`src/rtl/instr_fetch_unit.sv`:
```
// instr_fetch_unit: multicycle MIPS fetch stage owning the PC and IR, with a timed imem handshake
module instr_fetch_unit #(
  parameter logic [31:0] RESET_PC = 32'h0000_0000,
  parameter int          TIMEOUT  = 16,
  parameter int          CNT_W    = 16
) (
  input  logic             clk,
  input  logic             reset,
  output logic             imem_req,
  output logic [31:0]      imem_addr,
  input  logic [31:0]      imem_rdata,
  input  logic             imem_ready,
  input  logic             pc_advance,
  input  logic             Jump,
  input  logic             Branch,
  input  logic             alu_zero,
  output logic [31:0]      pc,
  output logic [31:0]      instr,
  output logic             instr_valid,
  output logic             fetch_err,
  output logic [CNT_W-1:0] instr_count
);
  localparam int WAIT_W = $clog2(TIMEOUT + 1);
  typedef enum logic [1:0] {F_IDLE, F_FETCH, F_HOLD, F_ERR} state_t;
  state_t            r_state, w_next_state;
  logic [31:0]       r_pc, r_instr, w_pc4, w_next_pc;
  logic [WAIT_W-1:0] r_wait;
  logic              r_err;
  logic [CNT_W-1:0]  r_count;
  logic              w_capture, w_timeout, w_retire;
  assign w_capture = r_state == F_FETCH && imem_ready;
  assign w_timeout = r_state == F_FETCH && !imem_ready && r_wait == WAIT_W'(TIMEOUT - 1);
  assign w_retire  = r_state == F_HOLD && pc_advance;
  assign w_pc4     = r_pc + 32'd4;
  // Jump outranks a taken branch; both targets keep pc[1:0] at zero
  assign w_next_pc = Jump ? {w_pc4[31:28], r_instr[25:0], 2'b00}
                   : (Branch && alu_zero) ? w_pc4 + {{14{r_instr[15]}}, r_instr[15:0], 2'b00}
                   : w_pc4;
  always_ff @(posedge clk) r_state <= !reset ? F_IDLE : w_next_state;
  always_comb begin
    w_next_state = r_state;
    case (r_state)
      F_IDLE:  w_next_state = F_FETCH;
      F_FETCH: w_next_state = w_capture ? F_HOLD : w_timeout ? F_ERR : F_FETCH;
      F_HOLD:  w_next_state = pc_advance ? F_FETCH : F_HOLD;
      default: w_next_state = F_ERR;
    endcase
  end
  always_comb begin
    imem_req    = r_state == F_FETCH;
    instr_valid = r_state == F_HOLD;
  end
  always_ff @(posedge clk) begin
    if (!reset) begin
      r_pc    <= RESET_PC & ~32'h3;
      r_instr <= '0;
      r_wait  <= '0;
      r_err   <= 1'b0;
      r_count <= '0;
    end else begin
      if (w_capture) r_instr <= imem_rdata;
      r_wait <= w_capture ? '0 : r_state == F_FETCH ? r_wait + 1'b1 : r_wait;
      if (w_timeout) r_err <= 1'b1;
      if (w_retire) begin
        r_pc    <= w_next_pc;
        r_count <= r_count + 1'b1;
      end
    end
  end
  assign imem_addr   = r_pc;
  assign pc          = r_pc;
  assign instr       = r_instr;
  assign fetch_err   = r_err;
  assign instr_count = r_count;
endmodule

```
`config.mk`:
```
export PLATFORM = sky130hd
export DESIGN_NAME = instr_fetch_unit
export DESIGN_NICKNAME = d
export VERILOG_FILES = /design/src/rtl/instr_fetch_unit.sv
export SDC_FILE = /design/constraint.sdc
export NUM_CORES = 1
export LEC_CHECK = 0
export CAP_MARGIN = 40
export CORE_UTILIZATION = 39
export CTS_BUF_LIST = sky130_fd_sc_hd__clkbuf_16
export DETAILED_ROUTE_END_ITERATION = 12
export PLACE_DENSITY_LB_ADDON = 0.1
export REMOVE_ABC_BUFFERS = 1
export SYNTH_ARGS = -nofsm -noshare
export SYNTH_HDL_FRONTEND = slang
export SYNTH_SLANG_ARGS = --single-unit
```
`constraint.sdc`:
```
create_clock -name clk -period 6.75 [get_ports clk]
set_clock_uncertainty 0.05 [all_clocks]
set_input_delay 1.0125 -clock clk [delete_from_list [all_inputs] [get_ports clk]]
set_output_delay 1.0125 -clock clk [all_outputs]
set_load 0.01 [all_outputs]
```
==> results.sh, run 1 <==
export IMPL_outcome="completed"
export IMPL_reg2reg_from="imem_addr[4]"
export IMPL_leakage_nw=3.01
export IMPL_slew_limit_headroom_pct=43.6
export IMPL_synth_seq_cells=86
export IMPL_clock_path_buffers=2
export IMPL_tritoncts="built"
export IMPL_drt_wl_total_um=19900
export IMPL_netSwitchingPower_uw=351
export IMPL_hold_end="instr[30]"
export IMPL_cts_buffers_inserted=9
export IMPL_post_cts_repair_setup_buffers=0
export IMPL_power_frac_comb_pct=15.4
export IMPL_cp_arrival_ns=4.61
export IMPL_post_route_cell_area_um2=7880
export IMPL_coreArea_um2=15300
export IMPL_wl_per_cell_um=17.7
export IMPL_placed_area_um2=7600
export IMPL_dp_hpwl_um=14200
export IMPL_grt_overflow=0
export IMPL_post_route_util_pct=51.5
export IMPL_critical_path_class="reg -> reg"
export IMPL_fin_crit_ns=4.38
export IMPL_fin_crit_sh_pct=64.8
export IMPL_dp_cells=1106
export IMPL_grt_first_pass_wirelength_um=31700
export IMPL_grt_util_all_layers_pct=24.8
export IMPL_syn_avg_cell_area_um2=7.67
export IMPL_rsz0062_at_grt="no"
export IMPL_start_kind="flop"
export IMPL_placementRows=45
export IMPL_worstHoldPathCells=2
export IMPL_swShare_pct=29.0
export IMPL_whs_ns=0.410
export IMPL_synth_area_um2=6160
export IMPL_grt_max_degree=61
export IMPL_ir_drop_uv=147
export IMPL_antenna_found_initial=0
export IMPL_synth_edf_count=0
export IMPL_power_density_nw_per_um2=154
export IMPL_ys_types=56
export IMPL_fp_dieH_um=128
export IMPL_clk_latency_ns=0.36
export IMPL_initial_utilization_pct=40.3
export IMPL_drc=0
export IMPL_nFillCells=1528
export IMPL_synth_async_reset_ratio_pct=0
export IMPL_yosys_warnings=0
export IMPL_finalSetupViolations=0
export IMPL_synth_main_ff_cell="dfxtp_1"
export IMPL_place_ws_ns=2.45
export IMPL_finalSetupTns_ns=0
export IMPL_synthCells=804
export IMPL_postLayoutSetupSlackWorst_ns=2.37
export IMPL_path_max_fanout=8
export IMPL_pwr_share_clk_pct=40.1
export IMPL_cp_end_kind="flop"
export IMPL_clock_sinks=86
export IMPL_vias_per_cell=5.45
export IMPL_first_pass_iters=5
export IMPL_cp_required_ns=6.99
export IMPL_finalHoldViolCount=0
export IMPL_hold_start="instr[30]"
export IMPL_reg2reg_slack_ns=2.37
export IMPL_die_area_um2=16300
export IMPL_instances_no_fill=1122
export IMPL_multi_input_area_um2=4010
export IMPL_antenna_diode_count=0
export IMPL_nNetsFinal=986
export IMPL_r2r_end="imem_addr[31]"
export IMPL_ys_seq_area_share_pct=27.9
export IMPL_drv_slew=0
export IMPL_hp_class="reg -> reg"
export IMPL_fp_dieW_um=128
export IMPL_ant_nets=0
export IMPL_fmax_mhz=229
export IMPL_htreeDepth=3
export IMPL_power_mw=1.21
export IMPL_seq_power_share_pct=44.5
export IMPL_maxCapViolCount=0
export IMPL_drt_iter0_drc=387
export IMPL_vias=6120
export IMPL_clkSlewWorstSetupHoldPaths_ns=0.07
export IMPL_cts_resized=0
export IMPL_ctsRootBufferMaster="clkbuf_16"
export IMPL_numPortBuffers=149
export IMPL_place_gp_congestion=0.927
export IMPL_r2r_cells=16
export IMPL_io_pins=154
export IMPL_hold_buffers=0
export IMPL_syn_to_final_growth_pct=27.8
export IMPL_tightest_slew_ns=0.847
export IMPL_seq_area_um2=1720
export IMPL_intPower_uw=861
export IMPL_first_global_vias=5873
export IMPL_drive_above_1_share_pct=3.84
[cell type report]
type | instances | area share (%)
Multi-Input combinational cell | 638 | 50.9
Sequential cell | 86 | 21.8
Timing Repair Buffer | 158 | 19.7
Tap cell | 211 | 3.35
Clock buffer | 9 | 2.86
Clock inverter | 7 | 0.667
Inverter | 13 | 0.619
[metal layers]
layer | up-vias | share of wire, % | GRT usage [%]
li1 | 3007 | - | -
met3 | 18 | 4.9 | 5.55
met5 | - | 0 | 0
met1 | 2946 | 46 | 32.2
met2 | 149 | 48 | 41.6
met4 | 0 | 1.2 | 6.37
[cell usage in the layout (no fill, tap or decap), drive strengths merged, types with 18 or more instances in the layout]
cell type	instances
a21o	18
a21oi	61
and2	21
clkdlybuf4s50	148
dfxtp	86
ha	40
nand2	144
nand3	29
nor2	49
o211ai	23
o21ai	41
xnor2	44
xor2	21
[power by group through the flow]
stage,clock network [mW],logic [mW],registers [mW]
finish,0.487,0.186,0.539
detailed placement,0,0.185,0.551
CTS,0.498,0.187,0.540
global route,0.519,0.204,0.542
global placement,0,0.183,0.550
floorplan,0,0.0837,0.555
[logic make-up (layout without fill, tap and decap cells)]
kind of cell               after synthesis  in the layout  share of synthesized area (%)
DFF                                     86             86                           27.9
other                                    1              4                         0.0608
AOI/OAI and AO/OA                      215            215                           23.2
xor gates and xnor gates                65             65                           9.23
adders and majority gates               41             41                           8.44
and+or+nand+nor                        307            307                           23.0
muxes                                    6              6                          0.995
buffers and inverters                   83            187                           7.14
[worst max path at each step]
stage / from / endpoint / slack (ns) / depth (start not counted)
floorplan: imem_addr[4] / imem_addr[31] / 2.91 / 16
global placement: imem_addr[4] / imem_addr[31] / 2.62 / 16
detailed placement: imem_addr[4] / imem_addr[31] / 2.45 / 16
CTS: imem_addr[4] / imem_addr[31] / 2.40 / 16
global route: imem_addr[4] / imem_addr[31] / 2.03 / 16
finish: imem_addr[4] / imem_addr[31] / 2.37 / 16
[worst max-delay path, stage by stage (launching register included)]
cell	delay [ns]
dfxtp_1	0.46
and4_1	0.33
and4_1	0.30
nand3_1	0.24
nor2_4	0.29
nand2_1	0.10
xnor2_1	0.20
ha_1	0.32
and2_1	0.21
a221o_1	0.34
a2111oi_0	0.32
o2111ai_1	0.22
a31oi_1	0.25
xnor2_1	0.11
a211o_1	0.30
nand2_1	0.08
mux2i_1	0.18
[Yosys cell counts, types with 16 or more instances]
cell type / n / share of area [%]
clkbuf_1: 35 / 2.1
a21oi_1: 60 / 4.9
o211ai_1: 22 / 2.7
ha_1: 40 / 8.1
a21boi_0: 16 / 1.9
nand4_1: 17 / 1.7
nor2_1: 48 / 2.9
xor2_1: 21 / 3.0
o21ai_0: 40 / 3.2
xnor2_1: 44 / 6.3
nand3_1: 29 / 2.4
nand2_1: 144 / 8.8
a21o_1: 18 / 2.2
dfxtp_1: 86 / 28
and2_1: 20 / 2.0
buf_4: 34 / 4.1
[flip-flops by register name, summed over array words and instances (netlist names)]
name         count
instr_count     16
instr           32
r_state          2
fetch_err        1
r_wait           5
imem_addr       30
(Power assumes the default switching activity.)
==> run 2: changes to the inputs <==
Clock period 6.75 ns to 3.6 ns, I/O delays scaled along.
==> run 2 against run 1 <==
Effect of this change:
- the flow now finishes with violations (negative setup slack)
- wire length increased by 4.3%
- core utilization rose by 8.0 points
- final cell count grew 9.4%
- non-clock buffer count rose by 105
- register-to-register slack worse by 2.5 ns
- first-iteration DRC count is 14% lower
- clock power is 82% higher
- critical path type unchanged
- critical endpoint unchanged
==> results.sh, run 2 (synthesis gave the netlist of run 1 again) <==
export IMPL_worstHoldPathCells=2
export IMPL_outcome="finished with violations"
export IMPL_instances_no_fill=1227
export IMPL_finalSetupTns_ns=-0.0988
export IMPL_fin_crit_sh_pct=103
export IMPL_nNetsFinal=1091
export IMPL_io_pins=154
export IMPL_path_max_fanout=3
export IMPL_ir_drop_uv=330
export IMPL_maxCapViolCount=0
export IMPL_fp_dieH_um=128
export IMPL_fmax_mhz=270
export IMPL_rsz0062_at_grt="yes"
export IMPL_power_density_nw_per_um2=252
export IMPL_tightest_slew_ns=0.774
export IMPL_coreArea_um2=15300
export IMPL_clkSlewWorstSetupHoldPaths_ns=0.07
export IMPL_drv_slew=0
export IMPL_ant_nets=0
export IMPL_grt_max_degree=38
export IMPL_drt_wl_total_um=20800
export IMPL_cp_required_ns=3.82
export IMPL_placed_area_um2=8280
export IMPL_critical_path_class="reg -> reg"
export IMPL_final_common_cell="clkdlybuf4s50_1"
export IMPL_violations="negative setup slack"
export IMPL_initial_utilization_pct=40.3
export IMPL_numPortBuffers=149
export IMPL_grt_overflow=0
export IMPL_place_gp_congestion=0.941
export IMPL_placementRows=45
export IMPL_clock_path_buffers=2
export IMPL_cts_buffers_inserted=9
export IMPL_cp_end_kind="flop"
export IMPL_cp_arrival_ns=3.92
export IMPL_vias_per_cell=5.41
export IMPL_dp_hpwl_um=15400
export IMPL_finalSetupViolations=1
export IMPL_drive_above_1_share_pct=21.0
export IMPL_grt_util_all_layers_pct=25.3
export IMPL_wl_per_cell_um=16.9
export IMPL_nFillCells=1399
export IMPL_start_kind="flop"
export IMPL_drt_iter0_drc=334
export IMPL_postLayoutSetupSlackWorst_ns=-0.0988
export IMPL_dp_cells=1194
export IMPL_first_pass_iters=5
export IMPL_whs_ns=0.409
export IMPL_drc=0
export IMPL_post_route_cell_area_um2=9110
export IMPL_vias=6642
export IMPL_antenna_found_initial=0
export IMPL_finalHoldViolCount=0
export IMPL_first_global_vias=6337
export IMPL_fin_crit_ns=3.70
export IMPL_hp_class="reg -> reg"
export IMPL_leakage_nw=3.68
export IMPL_clock_sinks=86
export IMPL_htreeDepth=3
export IMPL_multi_input_area_um2=4410
export IMPL_largest_reg_flops=32
export IMPL_seq_area_um2=1730
export IMPL_clk_latency_ns=0.35
export IMPL_layout_common_cells="clkdlybuf4s50_1, nand2_1, buf_4"
export IMPL_post_route_util_pct=59.5
export IMPL_die_area_um2=16300
export IMPL_tritoncts="built"
export IMPL_antenna_diode_count=0
export IMPL_grt_first_pass_wirelength_um=32600
export IMPL_fp_dieW_um=128
export IMPL_syn_to_final_growth_pct=47.7
export IMPL_ctsRootBufferMaster="clkbuf_16"
export IMPL_r2r_cells=16
export IMPL_slew_limit_headroom_pct=48.3
## run 2: worst paths after layout
check	end	slack (ns)	start
max	imem_addr[31]	-0.1	imem_addr[21]
min	instr[30]	0.41	instr[30]
max reg2reg	imem_addr[31]	-0.1	imem_addr[21]
min reg2reg	instr[30]	0.41	instr[30]
## run 2: routing by layer
layer | part of all wire (%) | routed length [um] | GRT usage, % | vias up
li1 | - | - | - | 3228
met1 | 45 | 9350 | 33.2 | 3174
met2 | 48 | 9970 | 42.6 | 212
met3 | 4.7 | 982 | 4.26 | 28
met4 | 2.2 | 466 | 7.54 | 0
met5 | 0 | 0 | 0 | -
## run 2: through the flow
stage          setup WS, ns  total power, mW
2_1_floorplan        -0.239             1.20
3_3_place_gp         -0.211             1.41
3_5_place_dp         -0.211             1.41
4_1_cts             -0.0262             2.31
5_1_grt              -0.313             2.40
6_report            -0.0988             2.30
## run 2: worst max-delay path, stage by stage (launching register included)
cell and delay [ns]:
dfxtp_1 0.33, and4_2 0.28, and3_1 0.19, and4_1 0.27, nand4_1 0.18, xnor2_2 0.18, ha_1 0.31, and2_4 0.15
a221o_1 0.33, buf_4 0.16, a21oi_2 0.18, a21oi_1 0.10, a31oi_1 0.21, xnor2_1 0.13, a211o_1 0.31, nand2_1 0.08
mux2i_1 0.19
## run 2: report_power, final
group	switching (mW)	internal (mW)	total [mW]
clock	0.415	0.473	0.888
combinational	0.209	0.194	0.402
sequential	0.0294	0.978	1.01
## run 2: cell type report
class | count | share of cell area, %
clock buffers | 9 | 2.47
multi-input cells | 638 | 48.4
flip-flops and latches | 86 | 19.0
clock inverters | 7 | 0.618
well taps | 211 | 2.90
repair buffers | 263 | 26.0
inverters | 13 | 0.536
## run 2: what timing repair did
| action | in CTS | in global routing |
|---|---|---|
| buffers inserted | 8 | 9 |
| pin swaps | 10 | 33 |
| endpoints found under the setup margin | 11 | 13 |
| resized for setup | 22 | 75 |
| hold buffers | 0 | 0 |
